[src/rtl/hrange_pkg.sv]
// rtl/hrange_pkg.sv - shared types and round-robin helper for the hrange arbiter
package hrange_pkg;

  typedef enum logic [1:0] {
    ST_IDLE,
    ST_START,
    ST_RUN,
    ST_DONE
  } state_t;

  localparam int DEFAULT_WIDTH = 32;
  localparam int MAX_CLIENTS   = 8;
  localparam int IDX_W         = 3;

  // First set request at or after ptr, wrapping at n; returns ptr when nothing is set.
  function automatic logic [IDX_W-1:0] rr_next(input logic [MAX_CLIENTS-1:0] req,
                                               input logic [IDX_W-1:0]       ptr,
                                               input int                     n);
    logic [IDX_W-1:0]       pick;
    logic                   found;
    logic [MAX_CLIENTS-1:0] req_sh;
    int                     idx;
    pick  = ptr;
    found = 1'b0;
    for (int k = 0; k < MAX_CLIENTS; k++) begin
      idx    = (int'(ptr) + k) % n;
      req_sh = req >> idx;
      if (k < n && !found && req_sh[0]) begin
        pick  = idx[IDX_W-1:0];
        found = 1'b1;
      end
    end
    return pick;
  endfunction

endpackage

[src/rtl/rr_pick.sv]
// rtl/rr_pick.sv - combinational round-robin selector over the request vector
module rr_pick
  import hrange_pkg::*;
#(
  parameter int N = 4
) (
  input  logic [N-1:0]     i_req,
  input  logic [IDX_W-1:0] i_ptr,
  output logic [IDX_W-1:0] o_grant,
  output logic             o_any
);

  logic [MAX_CLIENTS-1:0] w_req;

  always_comb begin
    w_req        = '0;
    w_req[N-1:0] = i_req;
  end

  assign o_grant = rr_next(w_req, i_ptr, N);
  assign o_any   = |i_req;

endmodule

[src/rtl/hrange_arbiter.sv]
// rtl/hrange_arbiter.sv - round-robin sharing of one hrange generator among N clients
module hrange_arbiter
  import hrange_pkg::*;
#(
  parameter int N_CLIENTS = 4,
  parameter int WIDTH     = DEFAULT_WIDTH
) (
  input  logic                       _clock,
  input  logic                       _reset_n,
  input  logic [N_CLIENTS-1:0]       req_valid,
  input  logic [N_CLIENTS*WIDTH-1:0] req_base,
  input  logic [N_CLIENTS*WIDTH-1:0] req_limit,
  input  logic [N_CLIENTS*WIDTH-1:0] req_step,
  output logic [N_CLIENTS-1:0]       req_ready,
  output logic [N_CLIENTS-1:0]       out_valid,
  input  logic [N_CLIENTS-1:0]       out_ready,
  output logic [WIDTH-1:0]           out_0,
  output logic [WIDTH-1:0]           out_1,
  output logic [N_CLIENTS-1:0]       out_done,
  output logic                       gen_reset,
  output logic                       gen_start,
  output logic                       gen_ready,
  output logic [WIDTH-1:0]           gen_base,
  output logic [WIDTH-1:0]           gen_limit,
  output logic [WIDTH-1:0]           gen_step,
  input  logic                       gen_valid,
  input  logic                       gen_done,
  input  logic [WIDTH-1:0]           gen_0,
  input  logic [WIDTH-1:0]           gen_1
);

  state_t             r_state;
  logic [IDX_W-1:0]   r_rr_ptr;
  logic [IDX_W-1:0]   r_owner;
  logic               r_stretch;
  logic               r_gen_reset;
  logic [WIDTH-1:0]   r_base;
  logic [WIDTH-1:0]   r_limit;
  logic [WIDTH-1:0]   r_step;

  logic [IDX_W-1:0]   w_grant;
  logic               w_any;
  logic               w_accept;
  logic               w_run;
  logic               w_owner_ready;
  logic [N_CLIENTS-1:0] w_owner_oh;

  rr_pick #(.N(N_CLIENTS)) u_rr_pick (
    .i_req  (req_valid),
    .i_ptr  (r_rr_ptr),
    .o_grant(w_grant),
    .o_any  (w_any)
  );

  // No grant while the generator is still being held in reset.
  assign w_accept      = (r_state == ST_IDLE) && !r_gen_reset && w_any;
  assign w_run         = (r_state == ST_RUN);
  assign w_owner_oh    = N_CLIENTS'(1) << r_owner;
  assign w_owner_ready = |(out_ready & w_owner_oh);

  assign req_ready = w_accept ? (N_CLIENTS'(1) << w_grant) : '0;
  assign out_valid = (w_run && gen_valid) ? w_owner_oh : '0;
  assign out_done  = (r_state == ST_DONE) ? w_owner_oh : '0;
  assign out_0     = w_run ? gen_0 : '0;
  assign out_1     = w_run ? gen_1 : '0;
  assign gen_reset = r_gen_reset;
  assign gen_start = (r_state == ST_START);
  assign gen_ready = w_run && w_owner_ready;
  assign gen_base  = r_base;
  assign gen_limit = r_limit;
  assign gen_step  = r_step;

  // Two-stage stretch keeps gen_reset high for a full cycle after release.
  always_ff @(posedge _clock or negedge _reset_n) begin
    if (!_reset_n) begin
      r_state     <= ST_IDLE;
      r_rr_ptr    <= '0;
      r_owner     <= '0;
      r_stretch   <= 1'b1;
      r_gen_reset <= 1'b1;
      r_base      <= '0;
      r_limit     <= '0;
      r_step      <= '0;
    end else begin
      r_stretch   <= 1'b0;
      r_gen_reset <= r_stretch;
      case (r_state)
        ST_IDLE: begin
          if (w_accept) begin
            r_owner <= w_grant;
            r_base  <= req_base[int'(w_grant)*WIDTH +: WIDTH];
            r_limit <= req_limit[int'(w_grant)*WIDTH +: WIDTH];
            r_step  <= req_step[int'(w_grant)*WIDTH +: WIDTH];
            r_state <= ST_START;
          end
        end
        ST_START: r_state <= ST_RUN;
        ST_RUN: begin
          if (gen_done && w_owner_ready) begin
            r_state <= ST_DONE;
          end
        end
        ST_DONE: begin
          r_rr_ptr <= (r_owner == IDX_W'(N_CLIENTS - 1)) ? '0 : r_owner + 1'b1;
          r_state  <= ST_IDLE;
        end
        default: r_state <= ST_IDLE;
      endcase
    end
  end

endmodule
[config.mk]
export PLATFORM = sky130hd
export DESIGN_NAME = hrange_arbiter
export DESIGN_NICKNAME = d
export VERILOG_FILES = /design/src/rtl/hrange_pkg.sv /design/src/rtl/rr_pick.sv /design/src/rtl/hrange_arbiter.sv
export SDC_FILE = /design/constraint.sdc
export NUM_CORES = 1
export LEC_CHECK = 0
export ABC_CLOCK_PERIOD_IN_PS = 2300
export CORE_AREA = 2 2 246 248
export DETAILED_ROUTE_END_ITERATION = 10
export DIE_AREA = 0 0 248 250
export GPL_ROUTABILITY_DRIVEN = 0
export GPL_TIMING_DRIVEN = 0
export PLACE_DENSITY = 0.47
export SLEW_MARGIN = 15
export SYNTH_ARGS = -nofsm -noshare
export SYNTH_HDL_FRONTEND = slang
export SYNTH_SLANG_ARGS = --single-unit
[constraint.sdc]
create_clock -name _clock -period 2.3 [get_ports _clock]
set_input_delay 0.23 -clock _clock [delete_from_list [all_inputs] [get_ports _clock]]
set_output_delay 0.23 -clock _clock [all_outputs]
set_load 0.01 [all_outputs]
==> flow_summary_export.csv, run 1 <==
group,metric,value,unit
layout,post_route_standard_cell_area_excluding_fillers,14870,µm²
layout,drive_above_1_share,0.09960,
setup_path,cp.buffers_inverters,4,
floorplan,rows,90,
clocking,clk_pin_slew,0.08,ns
timing,rsz_0062_raised_after_global_routing,"true",
clocking,insertion_delay,0.39,ns
setup_path,critical_path_required,2.07,ns
global_routing,global_route.usage.total,0.1480,
layout,layout.core_utilization,0.2496,
setup_path,cp.arrival,1.98,ns
timing,clock.fmax,0.4517,GHz
floorplan,dieHeight,250,µm
setup_path,worst-r2r-setup-slack,0.14,ns
timing,timing.final.hold_violations,0,
clocking,cts.path.max_buffers,2,
yosys,yosysWarningCount,0,
global_routing,grt_pass1_wl,66.51,mm
setup_path,worst_setup_path_start_kind,"flip-flop",
setup_path,worst_path_cell_trace,"buf_4 > a21boi_2 > o21ai_2 > a21oi_4 > buf_8 > clkbuf_8 > nor2_1 > nor2_1 > buf_2",
clocking,cts_made_buffers,9,
placement,placement.setup.worst_slack,-1.328,ns
power,leakagePower,5.806,nW
yosys,post_synth_num_cell_types,40,
global_routing,grt_remaining_overflow,0,
floorplan,die_width,248,µm
min_path,min-delay-path-class,"reg2reg",
power,worst_ir_drop_vdd,0.4112,mV
layout,area_growth,122.9,%
routing,detailroute.via_count,9410,
timing,fin_skew,0.01160,ns
setup_path,critical_path.endpoint_type,"primary output",
placement,placement.cell_area,14000,µm²
outcome,outcome,"completed",
yosys,synth_area,6671,µm²
setup_path,cp_common_cell,"sky130_fd_sc_hd__nor2_1",
global_routing,grt_max_degree,56,
routing,via_density_per_instance,4.118,
layout,final_cells,2285,
timing,final.min_clock_period,2.214,ns
setup_path,worstPathMaxFanout,10,
yosys,synthesized_netlist_net_count,1290,
clocking,cts_max_level,3,
placement,buffer_ports.inserted,632,
timing,slew-limit-headroom,0.3884,
timing,tightest_slew,0.9174,ns
yosys,postSynthCellCount,821,
setup_path,worst-setup-path-type,"reg2out",
routing,drc,0,
timing,final-setup-viol-count,0,
timing,post-route-period-util,0.9624,
timing,fin_worst_hold_slack,0.3577,ns
clocking,tritoncts_clock_tree,"yes",
yosys,synth.ff_latch_count,105,
floorplan,ioPinCount,635,
layout,finish.net_count,1961,
routing,total_routed_wirelength,48.06,mm
timing,slew_viol_final,0,
setup_path,critical-path-top-delay-family,"buffers and inverters",
job,cap_viol_max_count,0,
global_routing,via_count_of_the_first_global_routing_pass,10049,
floorplan,core,59570,µm²
placement,dp.final_hpwl,38.80,mm
timing,setup_ws,0.08637,ns
routing,antenna_violating_nets_post_route,0,
floorplan,floorplan.die_area,62000,µm²
layout,most-common-layout-cells,"sky130_fd_sc_hd__clkdlybuf4s50_1, sky130_fd_sc_hd__nor2_1, sky130_fd_sc_hd__dfrtp_1",
layout,mostFrequentLayoutCell,"sky130_fd_sc_hd__clkdlybuf4s50_1",
yosys,share_of_the_yosys_chip_area_belonging_to_registers,0.3942,
setup_path,crit_path_max_incr_delay,0.43,ns
global_routing,number_of_antenna_violations_at_the_first_check_in_global_routing,14,
power,cellPowerDensity,948.5,nW/µm²
yosys,avgSynthCellArea,8.126,µm²
setup_path,crit_path_top_delay_cell,"sky130_fd_sc_hd__dfrtp_1",
routing,drt_first_iter_violations,453,
clocking,cts_num_sinks,105,
clocking,cts.root.buffer_cell,"sky130_fd_sc_hd__clkbuf_16",
placement,dp_cells,2236,
routing,drt-pass1-iter-count,8,
routing,wl_per_cell,21.03,µm
floorplan,start_util,0.1120,
## worst paths after layout
| check | startpoint | endpoint | cells past startpoint |
|---|---|---|---|
| min | r_stretch | gen_reset | 0 |
| max | r_rr_ptr[0] | req_ready[0] | 9 |
| max in group asynchronous | _reset_n | r_stretch | 3 |
| min reg2reg | r_stretch | gen_reset | 0 |
| max reg2reg | r_rr_ptr[0] | gen_step[1] | 8 |
| min in group asynchronous | _reset_n | gen_step[17] | 2 |
## report_power, final
group / leakage [nW] / internal (mW) / switching [mW]
registers: 1.17 / 2.76 / 0.541
clock network: 0.134 / 0.748 / 0.867
logic: 4.50 / 4.62 / 4.57
## area by class of cell
class / instances / area (µm²)
Tap cell: 782 / 978.4
Fill cell: 6450 / 44700
Multi-Input combinational cell: 623 / 3764
Clock buffer: 9 / 225.2
Clock inverter: 6 / 50.05
Timing Repair Buffer: 664 / 6561
Sequential cell: 105 / 2631
Inverter: 7 / 26.28
Antenna cell: 7 / 17.52
Buffer: 82 / 614.3
## synth_stat cells
| cell type | n | area share |
|---|---|---|
| sky130_fd_sc_hd__nor2_1 | 104 | 0.059 |
| sky130_fd_sc_hd__dfrtp_1 | 103 | 0.39 |
| sky130_fd_sc_hd__nand2_1 | 101 | 0.057 |
| sky130_fd_sc_hd__o21ai_0 | 100 | 0.075 |
| sky130_fd_sc_hd__a221oi_1 | 97 | 0.13 |
| sky130_fd_sc_hd__a31oi_1 | 97 | 0.091 |
| sky130_fd_sc_hd__and2_1 | 77 | 0.072 |
| sky130_fd_sc_hd__clkbuf_1 | 55 | 0.031 |
| sky130_fd_sc_hd__buf_2 | 19 | 0.014 |
| sky130_fd_sc_hd__buf_4 | 10 | 0.011 |
| sky130_fd_sc_hd__ha_1 | 9 | 0.017 |
| sky130_fd_sc_hd__inv_1 | 6 | 0.0034 |
| sky130_fd_sc_hd__a21oi_1 | 5 | 0.0038 |
| sky130_fd_sc_hd__a22oi_1 | 3 | 0.0034 |
| sky130_fd_sc_hd__nand3_1 | 3 | 0.0022 |
| sky130_fd_sc_hd__a211oi_1 | 2 | 0.0022 |
| sky130_fd_sc_hd__and3b_1 | 2 | 0.0026 |
| sky130_fd_sc_hd__dfstp_2 | 2 | 0.0079 |
| sky130_fd_sc_hd__mux2_2 | 2 | 0.0034 |
| sky130_fd_sc_hd__nor2b_1 | 2 | 0.0019 |
| sky130_fd_sc_hd__o21ai_1 | 2 | 0.0015 |
| sky130_fd_sc_hd__o31ai_4 | 2 | 0.0064 |
| sky130_fd_sc_hd__a2111oi_0 | 1 | 0.0013 |
| sky130_fd_sc_hd__a21boi_0 | 1 | 0.0011 |
| sky130_fd_sc_hd__a21o_1 | 1 | 0.0011 |
| sky130_fd_sc_hd__a21oi_2 | 1 | 0.0013 |
| sky130_fd_sc_hd__a22o_1 | 1 | 0.0013 |
| sky130_fd_sc_hd__a2bb2oi_1 | 1 | 0.0013 |
| sky130_fd_sc_hd__buf_1 | 1 | 0.00056 |
| sky130_fd_sc_hd__buf_6 | 1 | 0.0017 |
| sky130_fd_sc_hd__conb_1 | 1 | 0.00056 |
| sky130_fd_sc_hd__inv_2 | 1 | 0.00056 |
| sky130_fd_sc_hd__nand2b_1 | 1 | 0.00094 |
| sky130_fd_sc_hd__nand3b_1 | 1 | 0.0011 |
| sky130_fd_sc_hd__nand3b_2 | 1 | 0.0017 |
| sky130_fd_sc_hd__nor3_1 | 1 | 0.00075 |
| sky130_fd_sc_hd__nor3_2 | 1 | 0.0015 |
| sky130_fd_sc_hd__nor4b_1 | 1 | 0.0013 |
| sky130_fd_sc_hd__o2111ai_1 | 1 | 0.0013 |
| sky130_fd_sc_hd__o221ai_1 | 1 | 0.0013 |
## registers in the layout, indices dropped and copies added (netlist names)
register / cells
gen_limit: 32
r_rr_ptr: 2
r_owner: 3
gen_reset: 1
r_state: 2
gen_base: 32
gen_step: 32
r_stretch: 1
## logic make-up (layout without fill, tap and decap cells)
family | count (synthesis) | in the layout | share of synthesized area
muxes | 2 | 2 | 0.003376
buffers and inverters | 93 | 768 | 0.06264
adders and majority gates | 9 | 9 | 0.01688
AOI/OAI and AO/OA | 316 | 316 | 0.3207
other | 1 | 8 | 0.0005621
and+or+nand+nor | 295 | 295 | 0.2016
DFF | 105 | 105 | 0.3942
## per-stage QoR
| stage | TNS (ns) | power [mW] |
|---|---|---|
| finish | 0 | 14.10 |
| global route | -0.01698 | 15.15 |
| CTS | -0.1458 | 14.12 |
| detailed placement | -94.39 | 12.00 |
| global placement | -509.04 | 11.97 |
| floorplan | 0 | 6.928 |
## what timing repair did
item / in CTS / in global routing
hold buffers: 1 / 0
cloned: 0 / 1
hold endpoints to repair: 54 / 0
buffers inserted: 21 / 8
pin swaps: 7 / 7
gates resized for setup: 147 / 72
endpoints found under the setup margin: 173 / 111
## metal layers
metal,global-route usage,vias to the layer above,wire length (µm)
li1,-,4392,-
met1,0.1673,4523,18780
met5,0,-,11
met4,0.05013,2,881
met3,0.03807,40,3814
met2,0.2664,453,24570
(Power assumes the default switching activity.)
==> run 2, diff against run 1 <==
--- a/config.mk
+++ b/config.mk
@@ -6,12 +6,13 @@
 export NUM_CORES = 1
 export LEC_CHECK = 0
 export ABC_CLOCK_PERIOD_IN_PS = 2300
-export CORE_AREA = 2 2 246 248
+export CORE_AREA = 2 2 248 250
 export DETAILED_ROUTE_END_ITERATION = 10
-export DIE_AREA = 0 0 248 250
+export DIE_AREA = 0 0 250 252
+export DONT_BUFFER_PORTS = 1
 export GPL_ROUTABILITY_DRIVEN = 0
 export GPL_TIMING_DRIVEN = 0
-export PLACE_DENSITY = 0.47
+export PLACE_DENSITY = 0.33
 export SLEW_MARGIN = 15
 export SYNTH_ARGS = -nofsm -noshare
 export SYNTH_HDL_FRONTEND = slang
==> flow_summary_export.csv, run 2 (same netlist as run 1, synthesis figures left out) <==
group,metric,value,unit
outcome,outcome,"finished, violations left",
outcome,violations,"negative hold slack",
min_path,min-delay-path-class,"in2async",
floorplan,start_util,0.1109,
setup_path,r2r.worst_path.cells,8,
timing,fin_skew,0.01281,ns
global_routing,number_of_antenna_violations_at_the_first_check_in_global_routing,8,
routing,detailroute.via_count,7856,
floorplan,floorplan.die_area,63000,µm²
setup_path,crit_path_top_delay_cell,"sky130_fd_sc_hd__dfrtp_2",
timing,timing.final.hold_violations,105,
clocking,tritoncts_clock_tree,"yes",
placement,dp_cells,1603,
routing,drc,0,
clocking,cts_max_level,3,
layout,post_route_standard_cell_area_excluding_fillers,10400,µm²
clocking,cts_made_buffers,9,
timing,final-setup-viol-count,0,
routing,antenna_violating_nets_post_route,0,
setup_path,critical-path-top-delay-family,"buffers and inverters",
setup_path,r2r_end,"gen_base[23]",
floorplan,dieHeight,252,µm
setup_path,r2r_start,"r_rr_ptr[1]",
floorplan,die_width,250,µm
layout,drive_above_1_share,0.1491,
setup_path,crit_path_max_incr_delay,0.46,ns
timing,tightest_slew,0.8177,ns
global_routing,via_count_of_the_first_global_routing_pass,8185,
timing,rsz_0062_raised_after_global_routing,"true",
global_routing,grt_remaining_overflow,0,
floorplan,rows,90,
global_routing,grt_pass1_wl,56.06,mm
clocking,cts_num_sinks,105,
setup_path,cp_common_cell,"sky130_fd_sc_hd__buf_4",
routing,total_routed_wirelength,41.15,mm
setup_path,critical_path_required,2.57,ns
setup_path,worst-setup-path-type,"reg2reg",
layout,mostFrequentLayoutCell,"sky130_fd_sc_hd__dlygate4sd3_1",
clocking,cts.path.max_buffers,2,
setup_path,cp.buffers_inverters,4,
power,cellPowerDensity,1093,nW/µm²
power,worst_ir_drop_vdd,0.4762,mV
power,leakagePower,3.791,nW
routing,via_density_per_instance,4.316,
global_routing,global_route.usage.total,0.1230,
global_routing,grt_max_degree,106,
layout,most-common-layout-cells,"sky130_fd_sc_hd__dlygate4sd3_1, sky130_fd_sc_hd__nor2_1, sky130_fd_sc_hd__nand2_1, sky130_fd_sc_hd__dfrtp_1, sky130_fd_sc_hd__o21ai_0",
timing,post-route-period-util,0.9576,
routing,wl_per_cell,22.61,µm
floorplan,core,60130,µm²
floorplan,ioPinCount,635,
setup_path,worst_path_cell_trace,"buf_4 > a31oi_2 > nand3b_4 > buf_12 > buf_4 > buf_2 > a221oi_1 > a31oi_1",
setup_path,worst-r2r-setup-slack,0.1,ns
setup_path,worstPathMaxFanout,10,
clocking,cts.root.buffer_cell,"sky130_fd_sc_hd__clkbuf_16",
placement,dp.final_hpwl,30.97,mm
placement,buffer_ports.inserted,0,
placement,placement.cell_area,7656,µm²
job,cap_viol_max_count,0,
routing,drt-pass1-iter-count,5,
routing,drt_first_iter_violations,659,
timing,fin_worst_hold_slack,-0.4690,ns
layout,finish.net_count,1497,
layout,fillers,6751,
timing,final.min_clock_period,2.202,ns
timing,slew_viol_final,0,
setup_path,worst_setup_path_start_kind,"flip-flop",
timing,slew-limit-headroom,0.4548,
clocking,clk_pin_slew,0.09,ns
layout,final_cells,1820,
setup_path,critical_path.endpoint_type,"flip-flop",
clocking,cts_hold_buffers,180,
setup_path,cp.arrival,2.47,ns
clocking,insertion_delay,0.38,ns
layout,area_growth,55.91,%
timing,clock.fmax,0.4540,GHz
-- run 2: per-stage QoR --
stage                     setup slack [ns]  TNS [ns]  hold slack (ns)  total power, mW    util
after floorplan                     0.4565         0         -0.06559            6.928       -
after global placement             -0.9062    -50.07         -0.06293            8.866  0.1272
after detailed placement           -0.8301    -39.41         -0.06249            8.839  0.1273
after CTS                         -0.01793  -0.02236          -0.5161            11.41  0.1696
after global routing              -0.06961   -0.1724          -0.5113            12.26  0.1730
final                              0.09760         0          -0.4690            11.37  0.1730
-- run 2: area by class of cell --
class / count / area, µm² / share of cell area
Timing Repair Buffer: 200 / 1981 / 0.1904
Buffer: 82 / 509.2 / 0.04896
Sequential cell: 105 / 2633 / 0.2531
Inverter: 7 / 26.28 / 0.002526
Multi-Input combinational cell: 623 / 3964 / 0.3811
Antenna cell: 5 / 12.51 / 0.001203
Tap cell: 782 / 978.4 / 0.09407
Clock inverter: 5 / 65.06 / 0.006255
Clock buffer: 11 / 232.7 / 0.02237
-- run 2: worst max-delay path by stage --
stage	cells past startpoint	start	endpoint
floorplan	7	r_rr_ptr[1]	req_ready[1]
global placement	6	r_rr_ptr[0]	gen_step[15]
detailed placement	7	r_rr_ptr[1]	gen_base[1]
CTS	6	r_rr_ptr[0]	req_ready[2]
global route	8	r_rr_ptr[1]	gen_base[23]
finish	8	r_rr_ptr[1]	gen_base[23]
-- run 2: metal layers --
metal / vias up / routed length (µm) / share of wire / GRT usage
li1: 3458 / - / - / -
met1: 3802 / 16170 / 0.39 / 0.1409
met2: 511 / 20530 / 0.50 / 0.2153
met3: 83 / 2824 / 0.069 / 0.02703
met4: 2 / 1618 / 0.039 / 0.06228
met5: - / 11 / 0.00027 / 0
-- run 2: what timing repair did --
action	4_1_cts	5_1_grt
setup endpoints to repair	144	93
pin swaps	4	1
hold endpoints to repair	200	105
buffers inserted	19	1
gates resized for setup	80	62
-- run 2: power by group --
part,internal (mW),switching (mW)
sequential,2.76,1.25
combinational,2.15,3.48
clock,0.859,0.870
total,5.77,5.59
